**src/rtl/seg_mux_pkg.sv**
```systemverilog
// Shared types and segment codes for the multiplexed 7-segment controller.
// Segment bit order is {g,f,e,d,c,b,a}, active high.
package seg_mux_pkg;

    typedef enum logic [1:0] {
        BLANK_T = 2'd0,
        SHOW_T  = 2'd1,
        BLANK_O = 2'd2,
        SHOW_O  = 2'd3
    } state_e;

    localparam logic [6:0] SEG_0     = 7'b0111111;
    localparam logic [6:0] SEG_1     = 7'b0000110;
    localparam logic [6:0] SEG_2     = 7'b1011011;
    localparam logic [6:0] SEG_3     = 7'b1001111;
    localparam logic [6:0] SEG_4     = 7'b1100110;
    localparam logic [6:0] SEG_5     = 7'b1101101;
    localparam logic [6:0] SEG_6     = 7'b1111101;
    localparam logic [6:0] SEG_7     = 7'b0000111;
    localparam logic [6:0] SEG_8     = 7'b1111111;
    localparam logic [6:0] SEG_9     = 7'b1101111;
    localparam logic [6:0] SEG_BLANK = 7'b0000000;

endpackage

```
**src/rtl/seg_mux_ctrl_if.sv**
```systemverilog
// Digit-pair load channel: the producer offers a tens/ones pair with a valid/ready handshake.
interface seg_mux_ctrl_if;

    logic [3:0] tens_i;
    logic [3:0] ones_i;
    logic       load_valid;
    logic       load_ready;

    modport master (
        output tens_i,
        output ones_i,
        output load_valid,
        input  load_ready
    );

    modport slave (
        input  tens_i,
        input  ones_i,
        input  load_valid,
        output load_ready
    );

endinterface

```
**src/rtl/seg7_decode.sv**
```systemverilog
// Combinational BCD to 7-segment decoder; non-decimal codes 10-15 render dark.
module seg7_decode
    import seg_mux_pkg::*;
(
    input  logic [3:0] bcd_i,
    output logic [6:0] seg_o
);

    always_comb begin
        seg_o = SEG_BLANK;
        case (bcd_i)
            4'd0:    seg_o = SEG_0;
            4'd1:    seg_o = SEG_1;
            4'd2:    seg_o = SEG_2;
            4'd3:    seg_o = SEG_3;
            4'd4:    seg_o = SEG_4;
            4'd5:    seg_o = SEG_5;
            4'd6:    seg_o = SEG_6;
            4'd7:    seg_o = SEG_7;
            4'd8:    seg_o = SEG_8;
            4'd9:    seg_o = SEG_9;
            default: seg_o = SEG_BLANK;
        endcase
    end

endmodule

```
**src/rtl/seg_mux_ctrl.sv**
```systemverilog
// Two-digit multiplexed 7-segment refresh controller with a one-deep load buffer.
// Active digits only change at a frame boundary, so a frame never shows a torn pair.
module seg_mux_ctrl
    import seg_mux_pkg::*;
#(
    parameter int unsigned BLANK_CYC = 2,
    parameter int unsigned DIV_W     = 8
) (
    input  logic             clk,
    input  logic             rst_n,
    seg_mux_ctrl_if.slave    load_if,
    input  logic [DIV_W-1:0] refresh_div,
    input  logic             lz_en,
    output logic             digit_sel,
    output logic [6:0]       seg,
    output logic             frame_done
);

    localparam int unsigned     BW        = (BLANK_CYC > 2) ? $clog2(BLANK_CYC) : 1;
    localparam logic [BW-1:0]   BlankLast = (BLANK_CYC > 0) ? BW'(BLANK_CYC - 1) : '0;
    localparam state_e          RstState  = (BLANK_CYC == 0) ? SHOW_T : BLANK_T;

    state_e           state_q, state_d;
    logic [DIV_W-1:0] cnt_q, cnt_d;
    logic [DIV_W-1:0] div_q, div_d;
    logic [BW-1:0]    blank_q, blank_d;
    logic [3:0]       act_t_q, act_t_d, act_o_q, act_o_d;
    logic [3:0]       pend_t_q, pend_t_d, pend_o_q, pend_o_d;
    logic             pend_v_q, pend_v_d;
    logic [6:0]       seg_q, seg_d;
    logic             sel_q, fd_q;

    logic             show, dwell_done, boundary, accept;
    logic [DIV_W-1:0] limit;
    logic             tens_side, blank_st;
    logic [3:0]       digit;
    logic [6:0]       dec_seg;

    assign show   = (state_q == SHOW_T) || (state_q == SHOW_O);
    // The first SHOW cycle always has cnt_q == 0; that is where refresh_div is captured.
    assign limit  = (cnt_q == '0) ? refresh_div : div_q;
    assign dwell_done = show ? (cnt_q == limit) : (blank_q == BlankLast);

    always_comb begin
        state_d  = state_q;
        cnt_d    = cnt_q;
        blank_d  = blank_q;
        div_d    = div_q;
        boundary = 1'b0;
        if (show) begin
            div_d = limit;
            cnt_d = cnt_q + DIV_W'(1);
        end else begin
            blank_d = blank_q + BW'(1);
        end
        if (dwell_done) begin
            cnt_d   = '0;
            blank_d = '0;
            unique case (state_q)
                BLANK_T: state_d = SHOW_T;
                SHOW_T:  state_d = (BLANK_CYC == 0) ? SHOW_O : BLANK_O;
                BLANK_O: state_d = SHOW_O;
                SHOW_O: begin
                    state_d  = (BLANK_CYC == 0) ? SHOW_T : BLANK_T;
                    boundary = 1'b1;
                end
                default: state_d = RstState;
            endcase
        end
    end

    assign accept             = load_if.load_valid && !pend_v_q;
    assign load_if.load_ready = !pend_v_q;

    always_comb begin
        act_t_d  = act_t_q;
        act_o_d  = act_o_q;
        pend_t_d = pend_t_q;
        pend_o_d = pend_o_q;
        pend_v_d = pend_v_q;
        if (boundary && pend_v_q) begin
            act_t_d  = pend_t_q;
            act_o_d  = pend_o_q;
            pend_v_d = 1'b0;
        end
        if (accept) begin
            pend_t_d = load_if.tens_i;
            pend_o_d = load_if.ones_i;
            pend_v_d = 1'b1;
        end
    end

    // Outputs are precomputed from next state so they come straight out of flops.
    assign tens_side = (state_d == BLANK_T) || (state_d == SHOW_T);
    assign blank_st  = (state_d == BLANK_T) || (state_d == BLANK_O);
    assign digit     = tens_side ? act_t_d : act_o_d;

    seg7_decode u_decode (
        .bcd_i (digit),
        .seg_o (dec_seg)
    );

    assign seg_d = (blank_st || (tens_side && lz_en && (act_t_d == 4'd0))) ? SEG_BLANK : dec_seg;

    always_ff @(posedge clk or negedge rst_n) begin
        if (!rst_n) begin
            state_q  <= RstState;
            cnt_q    <= '0;
            div_q    <= '0;
            blank_q  <= '0;
            act_t_q  <= '0;
            act_o_q  <= '0;
            pend_t_q <= '0;
            pend_o_q <= '0;
            pend_v_q <= 1'b0;
            seg_q    <= SEG_BLANK;
            sel_q    <= 1'b1;
            fd_q     <= 1'b0;
        end else begin
            state_q  <= state_d;
            cnt_q    <= cnt_d;
            div_q    <= div_d;
            blank_q  <= blank_d;
            act_t_q  <= act_t_d;
            act_o_q  <= act_o_d;
            pend_t_q <= pend_t_d;
            pend_o_q <= pend_o_d;
            pend_v_q <= pend_v_d;
            seg_q    <= seg_d;
            sel_q    <= tens_side;
            fd_q     <= boundary;
        end
    end

    assign seg        = seg_q;
    assign digit_sel  = sel_q;
    assign frame_done = fd_q;

endmodule

```
**src/flat_wrapper.sv**
```systemverilog
// flat-port wrapper written by rule: the top's interface ports become plain ports
module seg_mux_ctrl_flat import seg_mux_pkg::*;
#(
    parameter int unsigned BLANK_CYC = 2,
    parameter int unsigned DIV_W     = 8
)
  (clk, rst_n, refresh_div, lz_en, digit_sel, seg, frame_done, load_if_tens_i, load_if_ones_i, load_if_load_valid, load_if_load_ready);
  seg_mux_ctrl_if load_if_i ();
  input  logic clk;
  input  logic rst_n;
  input  logic [DIV_W-1:0] refresh_div;
  input  logic lz_en;
  output logic digit_sel;
  output logic [6:0] seg;
  output logic frame_done;
  input wire logic [$bits(load_if_i.tens_i)-1:0] load_if_tens_i;
  input wire logic [$bits(load_if_i.ones_i)-1:0] load_if_ones_i;
  input wire logic [$bits(load_if_i.load_valid)-1:0] load_if_load_valid;
  output wire logic [$bits(load_if_i.load_ready)-1:0] load_if_load_ready;
  assign load_if_i.tens_i = load_if_tens_i;
  assign load_if_i.ones_i = load_if_ones_i;
  assign load_if_i.load_valid = load_if_load_valid;
  assign load_if_load_ready = load_if_i.load_ready;
  seg_mux_ctrl #(.BLANK_CYC(BLANK_CYC), .DIV_W(DIV_W)) u_core (.clk(clk), .rst_n(rst_n), .load_if(load_if_i), .refresh_div(refresh_div), .lz_en(lz_en), .digit_sel(digit_sel), .seg(seg), .frame_done(frame_done));
endmodule
```
**config.mk**
```make
export PLATFORM = sky130hd
export DESIGN_NAME = seg_mux_ctrl_flat
export DESIGN_NICKNAME = d
export VERILOG_FILES = /design/src/rtl/seg_mux_pkg.sv /design/src/rtl/seg_mux_ctrl_if.sv /design/src/rtl/seg7_decode.sv /design/src/rtl/seg_mux_ctrl.sv /design/src/flat_wrapper.sv
export SDC_FILE = /design/constraint.sdc
export NUM_CORES = 1
export LEC_CHECK = 0
export BUFFER_PORTS_ARGS = -buffer_cell sky130_fd_sc_hd__buf_2
export CELL_PAD_IN_SITES_DETAIL_PLACEMENT = 0
export CELL_PAD_IN_SITES_GLOBAL_PLACEMENT = 1
export CORE_MARGIN = 2
export CORE_UTILIZATION = 45
export DETAILED_ROUTE_END_ITERATION = 10
export PLACE_DENSITY_LB_ADDON = 0.1
export REMOVE_ABC_BUFFERS = 1
export SETUP_SLACK_MARGIN = 0.1
export SKIP_CTS_REPAIR_TIMING = 1
export SLEW_MARGIN = 20
export SYNTH_ARGS = -nofsm -noshare
export SYNTH_HDL_FRONTEND = slang
export SYNTH_SLANG_ARGS = --single-unit
```
**constraint.sdc**
```tcl
create_clock -name clk -period 4.8 [get_ports clk]
set_input_delay 0.96 -clock clk [delete_from_list [all_inputs] [get_ports clk]]
set_output_delay 0.96 -clock clk [all_outputs]
set_load 0.02 [all_outputs]
```
## After elaboration in Yosys (flattened, before gate mapping)

Memory sizes are Yosys's and may differ from the RTL's.
Index checks and enable logic that the tools add are counted.

| operators by class | value |
|---|---|
| add/sub/neg operators | 2 |
| equality and inequality tests | 7 |
| multiplexer cells | 16 |
| reduce and logical (&&, ||, !) cells | 15 |

Operators by type and width:

| operator | count |
|---|---|
| two-way mux 8 bit | 3 |
| two-way mux 4 bit | 3 |
| adder 8 x 1 -> 8 bit (second input constant) | 1 |
| equality test 8 bit | 1 |
| logical NOT 8 bit | 1 |
| case mux 2 bit (4 select lines) | 1 |
| two-way mux 1 bit | 7 |
| two-way mux 7 bit | 1 |
| equality test 2 bit (second input constant) | 3 |
| equality test 2 x 1 -> 1 bit (second input constant) | 2 |
| logical AND 1 bit | 4 |
| logical NOT 2 bit | 2 |
| logical NOT 4 bit | 1 |
| logical OR 1 bit | 4 |
| nonzero test 2 bit | 2 |
| two-way mux 2 bit | 1 |
| != test 2 bit (second input constant) | 1 |
| adder 1 bit (second input constant) | 1 |
| logical NOT 1 bit | 1 |

| word-level totals | value |
|---|---|
| bits in registers | 45 |
| bits in read-only memories | 112 |
| input port bits | 20 |
| output and inout port bits | 10 |
| logic and storage cells | 53 |
| memories kept | 1 |

Memory list:

| name | depth | width | read ports | clocked after memory_dff | wr ports | line | RTL |
|---|---|---|---|---|---|---|---|
| (name not given) | 16 | 7 | 1 | 0 | 0 | seg7_decode.sv:11 | `case (bcd_i)` |

## Longest topological paths before layout

Gate-level depths: netlist (run 1).

| logic depth | value |
|---|---|
| word-level depth | 11 |
| gate-level depth with buffers | 15 |
| depth with buffers taken out | 14 |

## Modules after synthesis

Synthesis (run 1) repeated with hierarchy kept, for this count alone.

| second synthesis, totals | value |
|---|---|
| cells, all modules | 224 |
| area, all modules | 2484.9 µm² |

By module, submodules not included:

| module | times used | cells each | area an instance (µm²) | sequential area each (µm²) |
|---|---|---|---|---|
| seg_mux_ctrl | 1 | 198 | 2283.4 | 1127.3 |
| seg7_decode | 1 | 26 | 201.4 | 0.0 |

## Least setup slack after synthesis (run 1)

OpenSTA, ideal clock, no wires.

| timing | value |
|---|---|
| kind | reg2reg |
| from | register u_core.cnt_q[1] |
| to | register u_core.seg_q[0], in the netlist u_core.seg[0] |
| setup time | 94 ps |
| arrival | 3699 ps |
| required time | 4706 ps |
| slack | 1007 ps |
| cell stages (with the launch flop) | 13 |
| buffers on the path | 0 |
| period minus slack after synthesis | 3793 ps |
| cell sequence | dfrtp_1 inv_1 ha_1 or4b_4 nor2_4 mux2_2 a221oi_4 a41oi_4 mux2i_4 mux4_4 ha_1 mux2_4 a211oi_1 |

| on the way | value |
|---|---|
| cells in the longest elaborated chain, start to end | 11 |
| elaborated cells between the ends (all ways) | 21 |
| classes of those cells | eq/ne: 3; mux: 8; reduce/logical: 9; memory: 1 |

RTL lines:

| element | line | RTL |
|---|---|---|
| start, declared | seg_mux_ctrl.sv:24 | `logic [DIV_W-1:0] cnt_q, cnt_d;` |
| start signal, assigned | seg_mux_ctrl.sv:121 | `cnt_q <= cnt_d;` |
| logical NOT 8 bit | seg_mux_ctrl.sv:41 | `assign limit = (cnt_q == '0) ? refresh_div : div_q;` |
| two-way mux 8 bit | seg_mux_ctrl.sv:41 |  |
| equality test 8 bit (*) | seg_mux_ctrl.sv:42 | `assign dwell_done = show ? (cnt_q == limit) : (blank_q == BlankLast);` |
| two-way mux 1 bit (*) | seg_mux_ctrl.sv:42 |  |
| two-way mux 2 bit (*) | seg_mux_ctrl.sv:56 | `if (dwell_done) begin` |
| equality test 2 x 1 -> 1 bit / logical NOT 2 bit (equally long branches) | seg_mux_ctrl.sv:94 | `assign tens_side = (state_d == BLANK_T) \|\| (state_d == SHOW_T);` |
| logical OR 1 bit (*) | seg_mux_ctrl.sv:94 |  |
| named net u_core.tens_side | seg_mux_ctrl.sv:35 | `logic tens_side, blank_st;` |
| branches (longest 3 deep; another with memory read (16 x 7 bit)) | - |  |
| two-way mux 7 bit (*) | seg_mux_ctrl.sv:103 | `assign seg_d = (blank_st \|\| (tens_side && lz_en && (act_t_d == 4'd0))) ? SEG_BLANK : dec_seg;` |
| named net u_core.seg_d[0] | seg_mux_ctrl.sv:30 | `logic [6:0] seg_q, seg_d;` |
| end signal, assigned | seg_mux_ctrl.sv:129 | `seg_q <= seg_d;` |
| end, declared | seg_mux_ctrl.sv:30 |  |

Mark *: on every way through the listed nets, which the timed path passes.
A chain may end at the register's enable or synchronous reset.

## Final worst setup path (run 1)

Same ends and word-level chain as after synthesis.

==> results of run 1 <==
[Yosys cell counts (2+ instances only)]
library cell and n:
and2_1 2, mux2_4 2, dfrtp_1 44, o31ai_1 2, nand2b_1 3, nor2_1 6
a311oi_2 2, ha_1 11, o22ai_1 3, o21ai_0 25, inv_1 31, nor4_1 2
or3_1 3, nand3_1 5, clkbuf_1 3, buf_6 4, mux2_2 10, mux2i_1 6
xnor2_1 4, mux4_2 3, and3_1 3, nand2_1 25, or2_2 2, a211oi_1 2
or2b_2 2, or2b_1 2
[routing by layer]
metal | vias to the layer above | GRT usage | share of wire
li1 | 884 | - | -
met1 | 845 | 0.277 | 0.54
met2 | 27 | 0.251 | 0.42
met3 | 4 | 0.0396 | 0.030
met4 | 0 | 0.0559 | 0.013
met5 | - | 0 | 0
[state kept, by name, indices dropped and copies added, names as in the netlist]
name / cells
u_core.act_t_q: 4
u_core.pend_v_q: 1
u_core.frame_done: 1
u_core.div_q: 8
u_core.blank_q: 1
u_core.state_q: 2
u_core.act_o_q: 4
u_core.cnt_q: 8
u_core.pend_t_q: 4
u_core.seg: 7
u_core.pend_o_q: 4
u_core.digit_sel: 1
[through the flow]
step	total power, mW	std cells
final	0.698	341
after global routing	0.731	341
after CTS	0.708	341
after detailed placement	0.459	333
after global placement	0.458	333
after floorplan	0.432	231
[worst reg2reg max path, cell delays in order (launching register included)]
cell and delay (ns):
dfrtp_1 0.45, inv_1 0.16, ha_1 0.17, or4b_4 0.49
nor2_4 0.19, mux2_2 0.38, a221oi_4 0.31, a41oi_4 0.20
mux2i_4 0.34, mux4_4 0.56, ha_1 0.24, mux2_4 0.26
a211oi_1 0.21
[placed cells by master, fill, tap and decap left out, types with 2 or more instances in the layout]
master / Yosys / layout
dfrtp_1: 44 / 44
inv_1: 31 / 31
buf_2: 0 / 28
nand2_1: 25 / 25
o21ai_0: 25 / 25
ha_1: 11 / 11
mux2_2: 10 / 10
mux2i_1: 6 / 6
nor2_1: 6 / 6
nand3_1: 5 / 5
clkbuf_8: 1 / 5
xnor2_1: 4 / 4
or3_1: 3 / 3
o22ai_1: 3 / 3
mux4_2: 3 / 3
nand2b_1: 3 / 3
and3_1: 3 / 3
or2b_2: 2 / 2
or2_2: 2 / 2
and2_1: 2 / 2
or2b_1: 2 / 2
nor4_1: 2 / 2
mux2_4: 2 / 2
a311oi_2: 2 / 2
a211oi_1: 2 / 2
o31ai_1: 2 / 2
buf_4: 0 / 2
[kinds of logic (layout without fill, tap and decap cells)]
| family | count (synthesis) | count (layout) | share of synthesized area |
|---|---|---|---|
| multiplexers | 23 | 23 | 0.122 |
| AND/OR/NAND/NOR | 64 | 64 | 0.140 |
| AO/OA/AOI/OAI | 53 | 53 | 0.166 |
| flip-flops | 45 | 45 | 0.434 |
| XOR/XNOR | 4 | 4 | 0.0135 |
| buffers and inverters | 39 | 69 | 0.0718 |
| adder cells (fa/ha/maj) | 11 | 11 | 0.0530 |
[final timing paths]
kind	end	slack (ns)	start	depth (start not counted)
max	u_core.seg[0]$_DFF_PN0_	0.76	u_core.cnt_q[1]$_DFFE_PN0P_	12
max in group asynchronous	u_core.state_q[1]$_DFF_PN0_	3.76	rst_n	1
max reg2reg	u_core.seg[0]$_DFF_PN0_	0.76	u_core.cnt_q[1]$_DFFE_PN0P_	12
min reg2reg	u_core.act_o_q[0]$_DFF_PN0_	0.50	u_core.act_o_q[0]$_DFF_PN0_	2
min in group asynchronous	u_core.div_q[4]$_DFFE_PN0N_	0.64	rst_n	1
min	u_core.act_o_q[0]$_DFF_PN0_	0.50	u_core.act_o_q[0]$_DFF_PN0_	2
[final cells by class]
cell class / instances / share of cell area
well taps: 72 / 0.0315
repair buffers: 30 / 0.0542
multi-input cells: 155 / 0.448
clock buffers: 5 / 0.0240
inverters: 31 / 0.0406
clock inverters: 3 / 0.00743
flip-flops and latches: 45 / 0.394
[power by group through the flow]
stage	sequential (mW)	combinational, mW	clock (mW)
after floorplan	0.409	0.0238	0
after global placement	0.407	0.0517	0
after detailed placement	0.407	0.0522	0
after CTS	0.399	0.0525	0.256
after global routing	0.401	0.0580	0.272
final	0.399	0.0516	0.248
==> PnR_summary.wiki, run 1 <==
{| class="wikitable"
! Metric !! Value
|-
| Power density over cell area || 244 mW/mm²
|-
| Die Span X || 80.0 µm
|-
| Post-synth design cell area || 0.00260 mm²
|-
| End-of-flow core utilization || 0.517
|-
| Ys Warns || 0
|-
| Largest area contributor in the netlist || dfrtp_1
|-
| Number of instances in the synthesized netlist || 239
|-
| Async set or reset register ratio after synthesis || 1.00
|-
| TritonCTS clock tree || yes
|-
| First-pass GRT wire length || 8780 µm
|-
| Post-Route WL || 5150 µm
|-
| Maximum count of clock buffers along a single path || 2
|-
| CP Capture Type || flop
|-
| Total of fill cells in the finished design || 528
|-
| Switching part of the total || 0.259
|-
| Root buf cell || clkbuf_8
|-
| Highest net fanout along the worst path || 8
|-
| Unique masters post-synth || 58
|-
| Post-route clock skew || 0.0102 ns
|-
| Dominant cells by area after synthesis || dfrtp_1 42%, ha_1 5.3%, o21ai_0 4.8%
|-
| Total congestion overflow || 0
|-
| Count of flip-flops with a built-in enable after synthesis || 0
|-
| Clock network power share || 0.355
|-
| Required time of the critical path || 5.03 ns
|-
| Final Max Tran Viols || 0
|-
| Cell mode on critical path || ha_1
|-
| Total buffers and inverters traversed by the critical path || 1
|-
| Final GP Congestion || 0.797
|-
| Static Leakage || 1.31 nW
|-
| Pre-CTS worst setup slack || 0.748 ns
|-
| Minimum setup slack in the final design || 0.761 ns
|-
| # diodes || 0
|-
| Transition time at the pin with the least slew margin || 0.862 ns
|-
| Setup tns final || 0 ns
|-
| Area taken by multi-input logic gates || 0.00128 mm²
|-
| Critical Path Source Type || flop
|-
| Register area || 0.00113 mm²
|-
| CP Class || reg -> reg
|-
| Total routing resource utilization after global routing || 0.180
|-
| Max frequency || 248 MHz
|-
| Worst skew pair latency || 0.31 ns
|-
| Final Net Count || 299
|-
| Fraction of layout instances using a drive strength above 1 || 0.294
|-
| Fraction of power consumed by sequential logic || 0.572
|-
| Critical Path Slowest Stage Cell || mux4_4
|-
| DRT iter0 DRCs || 94
|-
| Result of the run || completed
|-
| Clock-pin slew reported for the worst setup and hold paths after clock tree synthesis || 0.09 ns
|-
| Floorplan die area || 0.00640 mm²
|-
| Total placed instance area || 0.00277 mm²
|-
| Avg WL per Cell || 15.1 µm
|-
| Core Box Area || 0.00554 mm²
|-
| H-tree lvl count || 2
|-
| Sw power || 181 µW
|-
| Number of antenna violations at the first check in global routing || 0
|-
| Port Buffers || 29
|-
| Final setup violation count || 0
|-
| Area growth from synthesis to final layout || 10.2%
|-
| Worst slack on hold paths || 0.500 ns
|-
| Prevailing post-synth register cell || dfrtp_1
|-
| Area share of the largest cell type after synthesis || 0.424
|-
| Post-synthesis sequential element count || 45
|-
| DRC errors left || 0
|-
| RSZ-0062 raised after global routing || no
|-
| Worst-case headroom to the max-slew limit || 0.424
|-
| Chip height || 80.0 µm
|-
| Post-detailed-route via-to-cell ratio || 5.16
|-
| Total internal power || 517 µW
|-
| Path type of the worst min-delay path || reg -> reg
|-
| Family with the most delay on the worst path || multiplexers
|-
| Half-perimeter wire length of the detailed placement result || 3690 µm
|-
| Largest net degree at the start of global routing || 46
|-
| Biggest cell delay along the critical path || 0.56 ns
|-
| Initial core utilization || 0.469
|-
| Post-detailed-route count of antenna-violating nets || 0
|-
| CP cell instances || inv_1 -> ha_1 -> or4b_4 -> nor2_4 -> mux2_2 -> a221oi_4 -> a41oi_4 -> mux2i_4 -> mux4_4 -> ha_1 -> mux2_4 -> a211oi_1
|-
| Number of top-level design ports || 30
|-
| Via count || 1,760
|-
| Finished Cell Area || 0.00286 mm²
|-
| Tmin final || 4.04 ns
|-
| Number of standard-cell rows in the floorplan || 27
|-
| Logic gate share of total power || 0.074
|-
| Via count of the first global-routing pass || 1,723
|-
| Clk sinks || 45
|-
| Data arrival at the endpoint of the critical path || 4.26 ns
|-
| First-pass DRT Iterations || 4
|-
| Count of max-cap constraint violations || 0
|-
| Final-report hold violation count || 0
|-
| Synthesized area per cell || 10.9 µm²
|-
| Post-route fraction of the period consumed by the critical path || 0.841
|-
| Proportion of synthesized chip area in sequential cells || 0.434
|-
| Number of buffers created by CTS || 5
|-
| Peak supply drop || 0.000114 V
|}
Power figures use the tool's default switching activity.
==> run 2: changes to the inputs <==
--- a/config.mk
+++ b/config.mk
@@ -5,11 +5,12 @@
 export SDC_FILE = /design/constraint.sdc
 export NUM_CORES = 1
 export LEC_CHECK = 0
+export ABC_AREA = 1
 export BUFFER_PORTS_ARGS = -buffer_cell sky130_fd_sc_hd__buf_2
 export CELL_PAD_IN_SITES_DETAIL_PLACEMENT = 0
 export CELL_PAD_IN_SITES_GLOBAL_PLACEMENT = 1
 export CORE_MARGIN = 2
-export CORE_UTILIZATION = 45
+export CORE_UTILIZATION = 39
 export DETAILED_ROUTE_END_ITERATION = 10
 export PLACE_DENSITY_LB_ADDON = 0.1
 export REMOVE_ABC_BUFFERS = 1
==> constraint.sdc (replaced) <==
create_clock -name clk -period 3.4 [get_ports clk]
set_input_delay 0.68 -clock clk [delete_from_list [all_inputs] [get_ports clk]]
set_output_delay 0.68 -clock clk [all_outputs]
set_load 0.02 [all_outputs]
==> PnR_summary.wiki, run 2 <==
{| class="wikitable"
! Metric !! Value
|-
| First-pass DRT Iterations || 4
|-
| Max frequency || 326 MHz
|-
| Result of the run || completed
|-
| Highest net fanout along the worst path || 8
|-
| Final setup violation count || 0
|-
| Final instance count without filler cells || 464
|-
| Final Max Tran Viols || 0
|-
| CP cell instances || inv_2 -> ha_2 -> nand2_2 -> nor2_4 -> nand2_4 -> nand2_1 -> nand3_1 -> nand2_1 -> nand2_1 -> nor2_2 -> nand2_2 -> nand2_4 -> nand4_4 -> nand2_1 -> nand2_2 -> nand2_1 -> nand2_2 -> buf_4 -> ha_1 -> inv_1 -> nand3_1 -> nand3_1 -> nand2_1 -> nor2_1
|-
| Number of instances in the synthesized netlist || 328
|-
| CP Capture Type || flop
|-
| Path type of the worst min-delay path || in -> async
|-
| Count of flip-flops with a built-in enable after synthesis || 0
|-
| First-pass GRT wire length || 9680 µm
|-
| Floorplan die area || 0.00742 mm²
|-
| Commonest cells after routing, fill and taps aside || 78 x nand2_1, 44 x dfrtp_1, 41 x inv_1, 30 x nand3_1, 28 x buf_2
|-
| Synthesized area per cell || 8.02 µm²
|-
| Cell types with the highest counts after synthesis || 82 x nand2_1, 44 x dfrtp_1, 44 x inv_1, 30 x nand3_1, 28 x nor2_1
|-
| CP Class || reg -> reg
|-
| Cell mode on critical path || nand2_1
|-
| Number of buffers created by CTS || 5
|-
| Critical Path Slowest Stage Cell || dfrtp_1
|-
| Async set or reset register ratio after synthesis || 1.00
|-
| Post-synthesis sequential element count || 45
|-
| DRC errors left || 0
|-
| Count of max-cap constraint violations || 0
|-
| Number of placed cells counting well taps || 433
|-
| Critical Path Source Type || flop
|-
| Initial core utilization || 0.410
|-
| Most repeated cell in the gate-level netlist after synthesis || nand2_1
|-
| Avg WL per Cell || 12.5 µm
|-
| Post-synth design cell area || 0.00263 mm²
|-
| Largest net degree at the start of global routing || 46
|-
| Number of antenna violations at the first check in global routing || 0
|-
| Die Span X || 86.1 µm
|-
| Prevailing post-synth register cell || dfrtp_1
|-
| Largest area contributor in the netlist || dfrtp_1
|-
| Via count of the first global-routing pass || 2,050
|-
| Post-route fraction of the period consumed by the critical path || 0.902
|-
| Unique masters post-synth || 29
|-
| Total congestion overflow || 0
|-
| Total of fill cells in the finished design || 643
|-
| Root buf cell || clkbuf_8
|-
| Final GP Congestion || 0.798
|-
| Biggest cell delay along the critical path || 0.41 ns
|-
| Via count || 2,181
|-
| Area growth from synthesis to final layout || 21.2%
|-
| Port Buffers || 29
|-
| Dominant cells by area after synthesis || dfrtp_1 42%, nand2_1 12%, inv_1 6.3%
|-
| H-tree lvl count || 2
|-
| Required time of the critical path || 3.63 ns
|-
| Maximum count of clock buffers along a single path || 2
|-
| # diodes || 0
|-
| Tmin final || 3.07 ns
|-
| Core Box Area || 0.00642 mm²
|-
| Chip height || 86.1 µm
|-
| Transition time at the pin with the least slew margin || 0.563 ns
|-
| Post-detailed-route count of antenna-violating nets || 0
|-
| Data arrival at the endpoint of the critical path || 3.30 ns
|-
| Total routing resource utilization after global routing || 0.164
|-
| Post-route clock skew || 0.00864 ns
|-
| DRT iter0 DRCs || 57
|-
| Number of top-level design ports || 30
|-
| Proportion of synthesized chip area in sequential cells || 0.428
|-
| Final Net Count || 417
|-
| Flop-to-flop setup slack || 0.33 ns
|-
| Worst-case headroom to the max-slew limit || 0.625
|-
| TritonCTS clock tree || yes
|-
| Post-detailed-route via-to-cell ratio || 4.70
|-
| Clock-pin slew reported for the worst setup and hold paths after clock tree synthesis || 0.09 ns
|-
| Clk sinks || 45
|-
| RSZ-0062 raised after global routing || no
|-
| Ys Warns || 0
|-
| Half-perimeter wire length of the detailed placement result || 4230 µm
|-
| Leading cell type in the layout, fill and taps excluded || nand2_1
|-
| Worst skew pair latency || 0.30 ns
|-
| Setup tns final || 0 ns
|-
| Final-report hold violation count || 0
|-
| Post-Route WL || 5820 µm
|-
| Number of standard-cell rows in the floorplan || 29
|-
| Fraction of layout instances using a drive strength above 1 || 0.302
|-
| Area share of the largest cell type after synthesis || 0.418
|}
run 2: cells by family (layout without fill, tap and decap cells):
family                     count (synthesis)  in the layout  synth area share
DFF                                       45             45             0.428
AOI/OAI and AO/OA                         23             23            0.0504
adders and majority gates                 11             11            0.0523
xor gates and xnor gates                   3              3           0.00999
muxes                                      4              4            0.0171
buffers and inverters                     57            113            0.0880
and+or+nand+nor                          185            188             0.354
run 2: layer usage:
| metal | part of all wire | GRT usage |
|---|---|---|
| met5 | 0 | 0 |
| met1 | 0.48 | 0.234 |
| met4 | 0.010 | 0.0433 |
| met3 | 0.042 | 0.0308 |
| met2 | 0.46 | 0.257 |
run 2: area by class of cell:
type / instances / area [µm²] / share of cell area
multi-input cells: 229 / 1320 / 0.415
clock buffers: 7 / 86.3 / 0.0271
well taps: 77 / 96.3 / 0.0302
repair buffers: 52 / 320 / 0.100
clock inverters: 1 / 30.0 / 0.00942
inverters: 53 / 206 / 0.0647
flip-flops and latches: 45 / 1130 / 0.353
run 2: path summary, 6_finish.rpt:
| check | depth (start not counted) | from | endpoint |
|---|---|---|---|
| worst max register to register | 24 | u_core.cnt_q[0]$_DFFE_PN0P_ | u_core.seg[0]$_DFF_PN0_ |
| max in group asynchronous | 1 | rst_n | u_core.digit_sel$_DFF_PN1_ |
| min in group clk | 2 | u_core.act_o_q[1]$_DFF_PN0_ | u_core.act_o_q[1]$_DFF_PN0_ |
| worst min-delay path | 1 | rst_n | u_core.div_q[3]$_DFFE_PN0N_ |
| worst max-delay path | 24 | u_core.cnt_q[0]$_DFFE_PN0P_ | u_core.seg[0]$_DFF_PN0_ |
| worst min register to register | 2 | u_core.act_o_q[1]$_DFF_PN0_ | u_core.act_o_q[1]$_DFF_PN0_ |
run 2: metrics by stage:
stage | hold WS (ns) | cell area, µm² | setup WS [ns] | util
3_3_place_gp | 0.466 | 2870 | 0.134 | 0.446
2_1_floorplan | 0.384 | 2600 | 0.394 | -
5_1_grt | 0.414 | 3190 | 0.0459 | 0.497
4_1_cts | 0.493 | 2980 | 0.0355 | 0.464
3_5_place_dp | 0.470 | 2870 | 0.0669 | 0.446
6_report | 0.368 | 3190 | 0.332 | 0.497
run 2: worst max-delay path, delay by kind of cell (launching register included):
kind          cells  cell delay [ns]
simple gates     19             1.94
flops             1             0.41
fa+ha+maj         2             0.37
buf+inv           3             0.28
Power of run 2 is not shown: default switching activity piles up to over one toggle a cycle in this logic, so the estimate is an artifact.
==> run 3: changes to the inputs <==
--- a/config.mk
+++ b/config.mk
@@ -14,7 +14,7 @@
 export DETAILED_ROUTE_END_ITERATION = 10
 export PLACE_DENSITY_LB_ADDON = 0.1
 export REMOVE_ABC_BUFFERS = 1
-export SETUP_SLACK_MARGIN = 0.1
+export SETUP_SLACK_MARGIN = 0.5
 export SKIP_CTS_REPAIR_TIMING = 1
 export SLEW_MARGIN = 20
 export SYNTH_ARGS = -nofsm -noshare
==> PnR_summary.wiki, run 3 (same netlist as run 2, synthesis figures left out) <==
{| class="wikitable"
! Metric !! Value
|-
| DRC errors left || 0
|-
| Count of max-cap constraint violations || 0
|-
| Commonest cells after routing, fill and taps aside || 67 x nand2_1, 44 x dfrtp_1, 34 x inv_1, 28 x buf_2, 28 x buf_4
|-
| Highest net fanout along the worst path || 8
|-
| Floorplan die area || 0.00742 mm²
|-
| WL met2 || 3080 µm
|-
| Clk sinks || 45
|-
| Avg WL per Cell || 13.4 µm
|-
| CP Class || reg -> reg
|-
| Number of antenna violations at the first check in global routing || 0
|-
| Wire length on met3 || 237 µm
|-
| First-pass GRT wire length || 9680 µm
|-
| Post-detailed-route count of antenna-violating nets || 0
|-
| Final setup violation count || 0
|-
| H-tree lvl count || 2
|-
| R2R depth || 24
|-
| Tmin final || 2.99 ns
|-
| Via count of the first global-routing pass || 2,050
|-
| Data arrival at the endpoint of the critical path || 3.22 ns
|-
| Fraction of layout instances using a drive strength above 1 || 0.393
|-
| Number of top-level design ports || 30
|-
| Core Box Area || 0.00642 mm²
|-
| Post-detailed-route via-to-cell ratio || 4.79
|-
| Number of buffers created by CTS || 5
|-
| Max frequency || 334 MHz
|-
| Root buf cell || clkbuf_8
|-
| Leading cell type in the layout, fill and taps excluded || nand2_1
|-
| Post-Route WL || 6300 µm
|-
| Total routing resource utilization after global routing || 0.164
|-
| Largest net degree at the start of global routing || 46
|-
| Chip height || 86.1 µm
|-
| Flop-to-flop setup slack || 0.41 ns
|-
| Post-route fraction of the period consumed by the critical path || 0.880
|-
| Max layer used || met4
|-
| Final Max Tran Viols || 0
|-
| Initial core utilization || 0.410
|-
| Total congestion overflow || 0
|-
| Final Net Count || 424
|-
| Transition time at the pin with the least slew margin || 0.570 ns
|-
| Half-perimeter wire length of the detailed placement result || 4230 µm
|-
| Setup tns final || 0 ns
|-
| CP Capture Type || flop
|-
| Critical Path Source Type || flop
|-
| TritonCTS clock tree || yes
|-
| Origin of the critical flop-to-flop path || u_core.cnt_q[0]$_DFFE_PN0P_
|-
| Worst-case headroom to the max-slew limit || 0.620
|-
| Required time of the critical path || 3.63 ns
|-
| Crit path launch || u_core.cnt_q[0]$_DFFE_PN0P_
|-
| Path type of the worst min-delay path || in -> async
|-
| Via count || 2,256
|-
| First-pass DRT Iterations || 4
|-
| Die Span X || 86.1 µm
|-
| End of the worst register-to-register path || u_core.seg[0]$_DFF_PN0_
|-
| Met1 routed wirelength after detailed routing || 2920 µm
|-
| # diodes || 0
|-
| Port Buffers || 29
|-
| Final-report hold violation count || 0
|-
| Worst skew pair latency || 0.30 ns
|-
| Number of standard-cell rows in the floorplan || 29
|-
| Clock-pin slew reported for the worst setup and hold paths after clock tree synthesis || 0.09 ns
|-
| Post-route clock skew || 0.00830 ns
|-
| DRT iter0 DRCs || 77
|-
| Crit path capture || u_core.seg[0]$_DFF_PN0_
|-
| Area growth from synthesis to final layout || 31.5%
|-
| Maximum count of clock buffers along a single path || 2
|-
| Result of the run || completed
|-
| Total of fill cells in the finished design || 621
|-
| RSZ-0062 raised after global routing || yes
|-
| Final GP Congestion || 0.798
|}
-- run 3: changes by cell type in the layout (fill, tap and decap cells not counted), moves of 7 or more --
cell and change:
inv_1 -7, inv_2 +7, nand2_1 -11, nand2_4 +8, nand3_1 -7
-- run 3: layer usage --
metal / global-route usage / vias up
met2: 0.257 / 33
met5: 0 / -
met4: 0.0433 / 0
li1: - / 1174
met3: 0.0308 / 5
met1: 0.234 / 1044
-- run 3: metrics by stage --
stage,cells,hold slack [ns],utilization,setup slack [ns],cell area [µm²]
after floorplan,324,0.384,-,0.394,2600
after global placement,433,0.466,0.446,0.134,2870
after detailed placement,433,0.470,0.446,0.0669,2870
after CTS,441,0.493,0.464,0.0355,2980
after global routing,471,0.414,0.539,0.177,3460
final,471,0.367,0.539,0.409,3460
-- run 3: final cells by class --
type | count | area [µm²] | share of cell area
clock buffers | 7 | 86.3 | 0.0249
clock inverters | 1 | 30.0 | 0.00868
inverters | 53 | 211 | 0.0611
multi-input cells | 230 | 1530 | 0.441
flip-flops and latches | 45 | 1130 | 0.326
well taps | 77 | 96.3 | 0.0278
repair buffers | 58 | 382 | 0.110
-- run 3: worst min path at each step --
stage | endpoint | slack, ns | from | depth (start not counted)
final | u_core.div_q[3]$_DFFE_PN0N_ | 0.37 | rst_n | 1
after global routing | u_core.div_q[1]$_DFFE_PN0N_ | 0.41 | rst_n | 1
after CTS | u_core.act_o_q[1]$_DFF_PN0_ | 0.49 | u_core.act_o_q[1]$_DFF_PN0_ | 2
after detailed placement | u_core.act_o_q[1]$_DFF_PN0_ | 0.47 | u_core.act_o_q[1]$_DFF_PN0_ | 2
after global placement | u_core.div_q[1]$_DFFE_PN0N_ | 0.47 | u_core.div_q[1]$_DFFE_PN0N_ | 2
after floorplan | u_core.act_o_q[0]$_DFF_PN0_ | 0.38 | rst_n | 0
-- run 3: critical path: stages (launching register included) --
cell      delay (ns)
dfrtp_1         0.41
inv_2           0.10
ha_4            0.15
nand2_4         0.06
nor2_4          0.21
nand3b_1        0.17
nand2_2         0.10
nand2_1         0.05
nand2_1         0.07
nand2_1         0.06
nor2_2          0.11
nand2_2         0.09
nand2_4         0.15
nand4_4         0.19
nand2_2         0.15
nand2_4         0.07
nand2_4         0.07
nand2_4         0.06
buf_4           0.14
ha_4            0.15
inv_2           0.03
nand3_1         0.07
nand3_1         0.08
nand2_1         0.06
nor2_1          0.09
Power of run 3 is left out for the same reason.
